## src/rtl/spec_step_pkg.sv

```systemverilog
`timescale 1ns/1ps
`default_nettype none
// ============================================================================
// Module   : spec_step_pkg
// Purpose  : Shared types and constants for the spec step sequencer:
//            step-mode enum, sequencer state enum, RV32 granule width.
// Revision : 1.0 - initial release
// ============================================================================
package spec_step_pkg;

  // Width of one memory granule / data word on RV32.
  localparam int GRAN_W = 32;

  typedef enum logic [1:0] {
    MODE_STEP  = 2'd0,
    MODE_RUN   = 2'd1,
    MODE_CHECK = 2'd2,
    MODE_RSVD  = 2'd3
  } spec_mode_e;

  typedef enum logic [2:0] {
    ST_IDLE     = 3'd0,
    ST_EXEC     = 3'd1,
    ST_MEM_WAIT = 3'd2,
    ST_COMMIT   = 3'd3,
    ST_ERROR    = 3'd4
  } spec_state_e;

endpackage
`default_nettype wire

```

## src/rtl/spec_gran_collect.sv

```systemverilog
`timescale 1ns/1ps
`default_nettype none
// ============================================================================
// Module   : spec_gran_collect
// Purpose  : Memory granule collector. Decodes the per-granule request mask
//            into a granule count, tracks which granule is awaited, stores
//            returned read data and (optionally) times out a stalled read.
// Ports    : clk_i/rst_i     clock, synchronous active-high reset
//            clear_i         new instruction: clear counter and buffer
//            start_i         entering MEM_WAIT: capture the granule count
//            active_i        sequencer is in MEM_WAIT
//            req_i/addr_i    per-granule request mask and addresses
//            rvalid_i/rdata_i returned read data
//            needed_o/contig_o decoded count and mask contiguity
//            done_o          last awaited granule arrives this cycle
//            timeout_o       read stalled too long
//            addr_o/buf_o    address of awaited granule, collected data
// Config   : SPEC_STEP_MEM_TIMEOUT_EN enables the MEM_WAIT timeout counter.
// Revision : 1.0 - initial release
// ============================================================================
module spec_gran_collect
  import spec_step_pkg::*;
#(
  parameter int MemGrans      = 2,
  parameter int TimeoutCycles = 16,
  localparam int CW           = $clog2(MemGrans + 1)
) (
  input  logic                       clk_i,
  input  logic                       rst_i,
  input  logic                       clear_i,
  input  logic                       start_i,
  input  logic                       active_i,
  input  logic [MemGrans-1:0]        req_i,
  input  logic [GRAN_W*MemGrans-1:0] addr_i,
  input  logic                       rvalid_i,
  input  logic [GRAN_W-1:0]          rdata_i,
  output logic [CW-1:0]              needed_o,
  output logic                       contig_o,
  output logic                       done_o,
  output logic                       timeout_o,
  output logic [GRAN_W-1:0]          addr_o,
  output logic [GRAN_W*MemGrans-1:0] buf_o
);

  logic [CW-1:0]                      k_q, k_d;
  logic [CW-1:0]                      needed_q, needed_d;
  logic [MemGrans-1:0][GRAN_W-1:0]    buf_q, buf_d;
  logic                               seen_zero;

  // Count leading ones; any set bit after a clear bit breaks contiguity.
  always_comb begin
    needed_o  = '0;
    contig_o  = 1'b1;
    seen_zero = 1'b0;
    for (int g = 0; g < MemGrans; g++) begin
      if (req_i[g]) begin
        if (seen_zero) contig_o = 1'b0;
        else           needed_o = needed_o + CW'(1);
      end else begin
        seen_zero = 1'b1;
      end
    end
  end

  always_comb begin
    k_d      = k_q;
    needed_d = needed_q;
    buf_d    = buf_q;
    if (clear_i) begin
      k_d   = '0;
      buf_d = '0;
    end
    if (start_i) needed_d = needed_o;
    if (active_i && rvalid_i) begin
      for (int g = 0; g < MemGrans; g++) begin
        if (k_q == CW'(g)) buf_d[g] = rdata_i;
      end
      k_d = k_q + CW'(1);
    end
  end

  always_ff @(posedge clk_i) begin
    if (rst_i) begin
      k_q      <= '0;
      needed_q <= '0;
      buf_q    <= '0;
    end else begin
      k_q      <= k_d;
      needed_q <= needed_d;
      buf_q    <= buf_d;
    end
  end

  always_comb begin
    addr_o = '0;
    for (int g = 0; g < MemGrans; g++) begin
      if (k_q == CW'(g)) addr_o = addr_i[g*GRAN_W +: GRAN_W];
    end
  end

  assign done_o = active_i && rvalid_i && ((k_q + CW'(1)) == needed_q);
  assign buf_o  = buf_q;

`ifdef SPEC_STEP_MEM_TIMEOUT_EN
  localparam int TW = $clog2(TimeoutCycles + 1);
  logic [TW-1:0] tmo_q, tmo_d;

  // Counts consecutive MEM_WAIT cycles without returned data.
  always_comb begin
    tmo_d = tmo_q;
    if (start_i || (active_i && rvalid_i)) tmo_d = '0;
    else if (active_i)                     tmo_d = tmo_q + TW'(1);
  end

  always_ff @(posedge clk_i) begin
    if (rst_i) tmo_q <= '0;
    else       tmo_q <= tmo_d;
  end

  assign timeout_o = active_i && !rvalid_i && (tmo_q == TW'(TimeoutCycles - 1));
`else
  assign timeout_o = 1'b0;
`endif

endmodule
`default_nettype wire

```

## src/rtl/spec_step_seq.sv

```systemverilog
`timescale 1ns/1ps
`default_nettype none
// ============================================================================
// Module   : spec_step_seq
// Purpose  : Single-step sequencer around an external instruction spec.
//            Accepts one instruction, collects the memory granules the spec
//            asks for, then commits the spec's register write and next PC
//            into a shadow architectural state.
// Ports    : instr_*       instruction handshake and latched copy
//            spec_*        shadow state out / spec results in
//            mem_*         granule read port
//            commit_*      one-cycle commit report
//            err_o         sticky error (cleared only by rst_i)
// Config   : SPEC_STEP_MEM_TIMEOUT_EN enables the MEM_WAIT timeout.
// Revision : 1.0 - initial release
// ============================================================================
module spec_step_seq
  import spec_step_pkg::*;
#(
  parameter int          NREGS         = 32,
  parameter int          MemGrans      = 2,
  parameter logic [31:0] ResetPc       = 32'h0000_0080,
  parameter int          TimeoutCycles = 16
) (
  input  logic                       clk_i,
  input  logic                       rst_i,
  input  logic                       instr_valid_i,
  output logic                       instr_ready_o,
  input  logic [31:0]                instr_bits_i,
  input  logic [1:0]                 instr_mode_i,
  output logic [32*(NREGS-1)-1:0]    spec_regs_o,
  output logic [31:0]                spec_pc_o,
  output logic [31:0]                spec_insn_o,
  output logic [1:0]                 spec_mode_o,
  output logic [GRAN_W*MemGrans-1:0] spec_mem_rdata_o,
  input  logic                       spec_wx_en_i,
  input  logic [4:0]                 spec_wx_addr_i,
  input  logic [31:0]                spec_wx_i,
  input  logic [31:0]                spec_nextpc_i,
  input  logic                       spec_err_i,
  input  logic [MemGrans-1:0]        spec_mem_req_i,
  input  logic [GRAN_W*MemGrans-1:0] spec_mem_addr_i,
  output logic                       mem_req_o,
  output logic [31:0]                mem_addr_o,
  input  logic                       mem_rvalid_i,
  input  logic [31:0]                mem_rdata_i,
  output logic                       commit_valid_o,
  output logic [31:0]                commit_pc_o,
  output logic                       commit_wx_en_o,
  output logic [4:0]                 commit_wx_addr_o,
  output logic [31:0]                commit_wx_o,
  output logic                       err_o
);

  localparam int CW = $clog2(MemGrans + 1);

  spec_state_e state_q, state_d;
  logic [31:0] pc_q, pc_d;
  logic [31:0] insn_q, insn_d;
  spec_mode_e  mode_q, mode_d;
  logic [31:0] regs_q [1:NREGS-1];
  logic [31:0] regs_d [1:NREGS-1];

  logic [CW-1:0]              needed;
  logic                       contig, done, timeout;
  logic [GRAN_W-1:0]          gran_addr;
  logic [GRAN_W*MemGrans-1:0] gran_buf;
  logic                       accept, bad_wr, commit_fire;

  assign accept = (state_q == ST_IDLE) && instr_valid_i && !mem_rvalid_i;
  // Only reachable when NREGS < 32.
  assign bad_wr = spec_wx_en_i && ({27'd0, spec_wx_addr_i} >= 32'(NREGS));
  // A COMMIT cycle that also detects an error does not commit.
  assign commit_fire = (state_q == ST_COMMIT) && !spec_err_i && !mem_rvalid_i && !bad_wr;

  spec_gran_collect #(
    .MemGrans      (MemGrans),
    .TimeoutCycles (TimeoutCycles)
  ) u_collect (
    .clk_i     (clk_i),
    .rst_i     (rst_i),
    .clear_i   (accept),
    .start_i   ((state_q == ST_EXEC) && (state_d == ST_MEM_WAIT)),
    .active_i  (state_q == ST_MEM_WAIT),
    .req_i     (spec_mem_req_i),
    .addr_i    (spec_mem_addr_i),
    .rvalid_i  (mem_rvalid_i),
    .rdata_i   (mem_rdata_i),
    .needed_o  (needed),
    .contig_o  (contig),
    .done_o    (done),
    .timeout_o (timeout),
    .addr_o    (gran_addr),
    .buf_o     (gran_buf)
  );

  // State register
  always_ff @(posedge clk_i) begin
    if (rst_i) state_q <= ST_IDLE;
    else       state_q <= state_d;
  end

  // Next-state logic
  always_comb begin
    state_d = state_q;
    unique case (state_q)
      ST_IDLE: begin
        if (mem_rvalid_i)       state_d = ST_ERROR;
        else if (instr_valid_i) state_d = ST_EXEC;
      end
      ST_EXEC: begin
        if (spec_err_i || mem_rvalid_i || !contig) state_d = ST_ERROR;
        else if (needed == '0)                     state_d = ST_COMMIT;
        else                                       state_d = ST_MEM_WAIT;
      end
      ST_MEM_WAIT: begin
        if (spec_err_i || timeout) state_d = ST_ERROR;
        else if (done)             state_d = ST_COMMIT;
      end
      ST_COMMIT: begin
        if (spec_err_i || mem_rvalid_i || bad_wr) state_d = ST_ERROR;
        else                                      state_d = ST_IDLE;
      end
      ST_ERROR: state_d = ST_ERROR;
      default:  state_d = ST_ERROR;
    endcase
  end

  // Output logic; reset forces the idle-looking output set immediately.
  always_comb begin
    instr_ready_o    = rst_i || (state_q == ST_IDLE);
    err_o            = !rst_i && (state_q == ST_ERROR);
    mem_req_o        = !rst_i && (state_q == ST_MEM_WAIT);
    mem_addr_o       = mem_req_o ? gran_addr : 32'd0;
    commit_valid_o   = !rst_i && commit_fire;
    commit_pc_o      = commit_valid_o ? pc_q : 32'd0;
    commit_wx_en_o   = commit_valid_o && spec_wx_en_i && (spec_wx_addr_i != 5'd0);
    commit_wx_addr_o = commit_valid_o ? spec_wx_addr_i : 5'd0;
    commit_wx_o      = commit_valid_o ? spec_wx_i : 32'd0;
    spec_pc_o        = rst_i ? ResetPc : pc_q;
    spec_insn_o      = rst_i ? 32'd0 : insn_q;
    spec_mode_o      = rst_i ? 2'd0 : mode_q;
    spec_mem_rdata_o = rst_i ? '0 : gran_buf;
  end

  // Shadow architectural state
  always_comb begin
    pc_d   = pc_q;
    insn_d = insn_q;
    mode_d = mode_q;
    regs_d = regs_q;
    if (accept) begin
      insn_d = instr_bits_i;
      mode_d = spec_mode_e'(instr_mode_i);
    end
    if (commit_fire) begin
      pc_d = spec_nextpc_i;
      if (spec_wx_en_i) begin
        for (int i = 1; i < NREGS; i++) begin
          if (spec_wx_addr_i == 5'(i)) regs_d[i] = spec_wx_i;
        end
      end
    end
  end

  always_ff @(posedge clk_i) begin
    if (rst_i) begin
      pc_q   <= ResetPc;
      insn_q <= '0;
      mode_q <= MODE_STEP;
      for (int i = 1; i < NREGS; i++) regs_q[i] <= '0;
    end else begin
      pc_q   <= pc_d;
      insn_q <= insn_d;
      mode_q <= mode_d;
      regs_q <= regs_d;
    end
  end

  for (genvar i = 1; i < NREGS; i++) begin : g_regs_out
    assign spec_regs_o[(i-1)*32 +: 32] = rst_i ? 32'd0 : regs_q[i];
  end

endmodule
`default_nettype wire

```

## config.mk

```make
export PLATFORM = sky130hd
export DESIGN_NAME = spec_step_seq
export DESIGN_NICKNAME = d
export VERILOG_FILES = /design/src/rtl/spec_step_pkg.sv /design/src/rtl/spec_gran_collect.sv /design/src/rtl/spec_step_seq.sv
export SDC_FILE = /design/constraint.sdc
export NUM_CORES = 2
export LEC_CHECK = 0
export CORE_AREA = 4 4 550 552
export DETAILED_ROUTE_END_ITERATION = 8
export DIE_AREA = 0 0 554 556
export PLACE_DENSITY_LB_ADDON = 0.2
export SLEW_MARGIN = 20
export SYNTH_ARGS = -nofsm -noshare
export SYNTH_HDL_FRONTEND = slang
export SYNTH_SLANG_ARGS = --single-unit
```

## constraint.sdc

```tcl
create_clock -name clk_i -period 6 [get_ports clk_i]
set_input_delay 1.2 -clock clk_i [delete_from_list [all_inputs] [get_ports clk_i]]
set_output_delay 1.2 -clock clk_i [all_outputs]
set_load 0.02 [all_outputs]
```

==> flow_metrics.tcl <==
set metrics [dict create \
    status "finished clean" \
    clock_latency_ps 820 \
    routedWlPerCell_um 23.3 \
    clockRootBuffer "clkbuf_16" \
    syn-num-nets 5488 \
    place.gp.congestion 0.886 \
    die-area_um2 308000 \
    ir_drop_v 0.000177 \
    wl_mm 248 \
    seq_area_frac_synth 0.462 \
    antenna_found_initial 35 \
    grt_start_max_net_pins 223 \
    start_kind "register" \
    detailed_place_hpwl_mm 174 \
    skew_ps 75.5 \
    synth_area_um2 48900 \
    power.static_leakage_nw 35.3 \
    period_share 0.826 \
    post_cts_buffers 0 \
    syn_inst 5279 \
    grt_util_all_layers 0.152 \
    grt_first_pass_wirelength_mm 332 \
    endpoint_kind "output pin" \
    core-area_um2 297000 \
    placed_cells 10345 \
    cts.sinks 1129 \
    cts_resized 0 \
    final_common_cell "clkdlybuf4s50_1" \
    finalSetupViolCount 0 \
    worst-endpoint-arrival_ps 3760 \
    cts.clk_slew.worst_paths_ps 50 \
    max_freq_mhz 202 \
    clk_path_buf_depth 4 \
    fillers 32119 \
    layout_min_cycle_time_ps 4960 \
    yosys.cell_types.count 51 \
    drtIter0Drc 2033 \
    cts_tree "yes" \
    numCtsBuffers 150 \
    path_max_fanout 33 \
    hp-class "reg2reg" \
    required_ps 4800 \
    io_buffer_count 1434 \
    finalSetupTns_ps 0 \
    area_delta_synth_final_pct 48.3 \
    synth_area_per_cell_um2 9.26 \
    drtAntennaViolNets 0 \
    grt.overflow.total 0 \
    max_slew_margin 0.270 \
    mostFrequentLayoutCells "clkdlybuf4s50_1 (1415), dfxtp_1 (1129), inv_1 (1060)" \
    hold_viol_final 0 \
    hold_buffers 0 \
    ios 1435 \
    timing.hold.ws_ps 471 \
    powerDensity_nw_per_um2 239 \
    tightest_slew_ps 1100 \
    final_nets 6767 \
    yosysWarnings 0 \
    die_h_um 556 \
    drc 0 \
    fin_util 0.244 \
    start_util 0.165 \
    routed_via_density 3.73 \
    num_vias 39581 \
    drive_gt1_frac 0.0625 \
    grt_pass1_vias 39657 \
    dr.pass1.iters 5 \
    layout.cells.non_filler 10623 \
    drv_cap 0 \
    critPathKind "reg2out" \
    rsz0062_at_grt "false" \
    rows 200 \
    slew_viol_final 0 \
    htree_levels 4 \
    fp.dieW_um 554 \
    ys_seq_elements 1129 \
]
## through the flow
| step | instance area (µm²) | total power, mW | setup WS (ps) |
|---|---|---|---|
| final | 72500 | 17.3 | 1040 |
| after global routing | 72400 | 18.0 | 931 |
| after CTS | 72400 | 17.7 | 937 |
| after detailed placement | 67600 | 8.61 | 1040 |
| after global placement | 67600 | 8.61 | 520 |
| after floorplan | 48900 | 8.05 | 1970 |
## registers in the layout, indices dropped and copies added (netlist names)
signal and flops:
state_q 3, u_collect.k_q 2, mode_q 2, regs_q 992
insn_q 32, u_collect.needed_q 2, pc_q 32, u_collect.buf_o 64
## final timing paths
| check | start | to | slack, ps | cells past startpoint |
|---|---|---|---|---|
| setup / recovery | state_q[1]$_SDFF_PP0_ | mem_addr_o[20] | 1040 | 4 |
| hold / removal | insn_q[3]$_SDFFE_PP0P_ | insn_q[3]$_SDFFE_PP0P_ | 470 | 2 |
| setup reg to reg | state_q[1]$_SDFF_PP0_ | regs_q[625]$_SDFFE_PP0P_ | 2660 | 6 |
| hold reg to reg | insn_q[3]$_SDFFE_PP0P_ | insn_q[3]$_SDFFE_PP0P_ | 470 | 2 |
## kinds of logic (layout without fill, tap and decap cells)
logic type / count (synthesis) / after routing / synth area share
other: 0 / 17 / 0
AOI/OAI and AO/OA: 241 / 241 / 0.0318
buffers and inverters: 1472 / 2860 / 0.119
muxes: 992 / 992 / 0.203
xor gates and xnor gates: 2 / 2 / 0.000359
DFF: 1129 / 1129 / 0.462
adders and majority gates: 2 / 2 / 0.000512
and+or+nand+nor: 1441 / 1441 / 0.183
## per-layer routing
metal	routed length, µm	global-route usage	vias up
met5	34	0	-
met1	107000	0.191	18878
met4	7410	0.0441	6
met3	19600	0.0492	303
li1	-	-	18936
met2	114000	0.249	1458
## area by class of cell
cell class              instances  area, µm²  share of cell area
flip-flops and latches       1129      22600               0.312
clock inverters                33        432             0.00596
well taps                    3939       4930              0.0680
repair buffers               1538      15300               0.210
multi-input cells            2678      20900               0.288
clock buffers                 228       4370              0.0603
diodes                         17       42.5            0.000587
inverters                    1061       3980              0.0550
## Yosys cell counts, drive strengths merged
master	count	area (µm²)
nand4b	1	8.76
nand3b	7	52.6
nand2	6	22.5
and3	1	6.26
inv	1061	3980
a2111oi	1	8.76
nor3b	4	35.0
o21ai	67	335
a221oi	1	8.76
a31oi	1	6.26
nor4b	2	23.8
a31o	1	8.76
or3	2	12.5
or4	2	15.0
xor2	1	8.76
and3b	3	26.3
a311oi	1	8.76
ha	2	25.0
nor4bb	2	20.0
o32ai	64	561
a21oi	69	345
mux2i	992	9930
and2	69	432
o211ai	2	15.0
or3b	5	43.8
nand4bb	2	22.5
buf	107	674
nor2	98	368
a22oi	32	240
nor4	13	253
nor3	11	100
and4bb	1	12.5
nand3	78	390
clkbuf	304	1140
a22o	2	17.5
or4b	1	10.0
or2	2	12.5
xnor2	1	8.76
nor2b	69	432
nand4	1	6.26
dfxtp	1129	22600
nand2b	1061	6640
## worst max-delay path, cell delays in order (launching register included)
cell and delay [ps]:
dfxtp_1 490, buf_4 330, or4b_2 990, nor2_1 480, clkdlybuf4s50_1 700
## power by group
part / switching, mW / total [mW] / internal (mW)
registers: 0.00635 / 7.52 / 7.51
clock network: 3.65 / 8.90 / 5.25
logic: 0.591 / 0.907 / 0.317
Note: power is estimated with default switching activity, not from simulation.
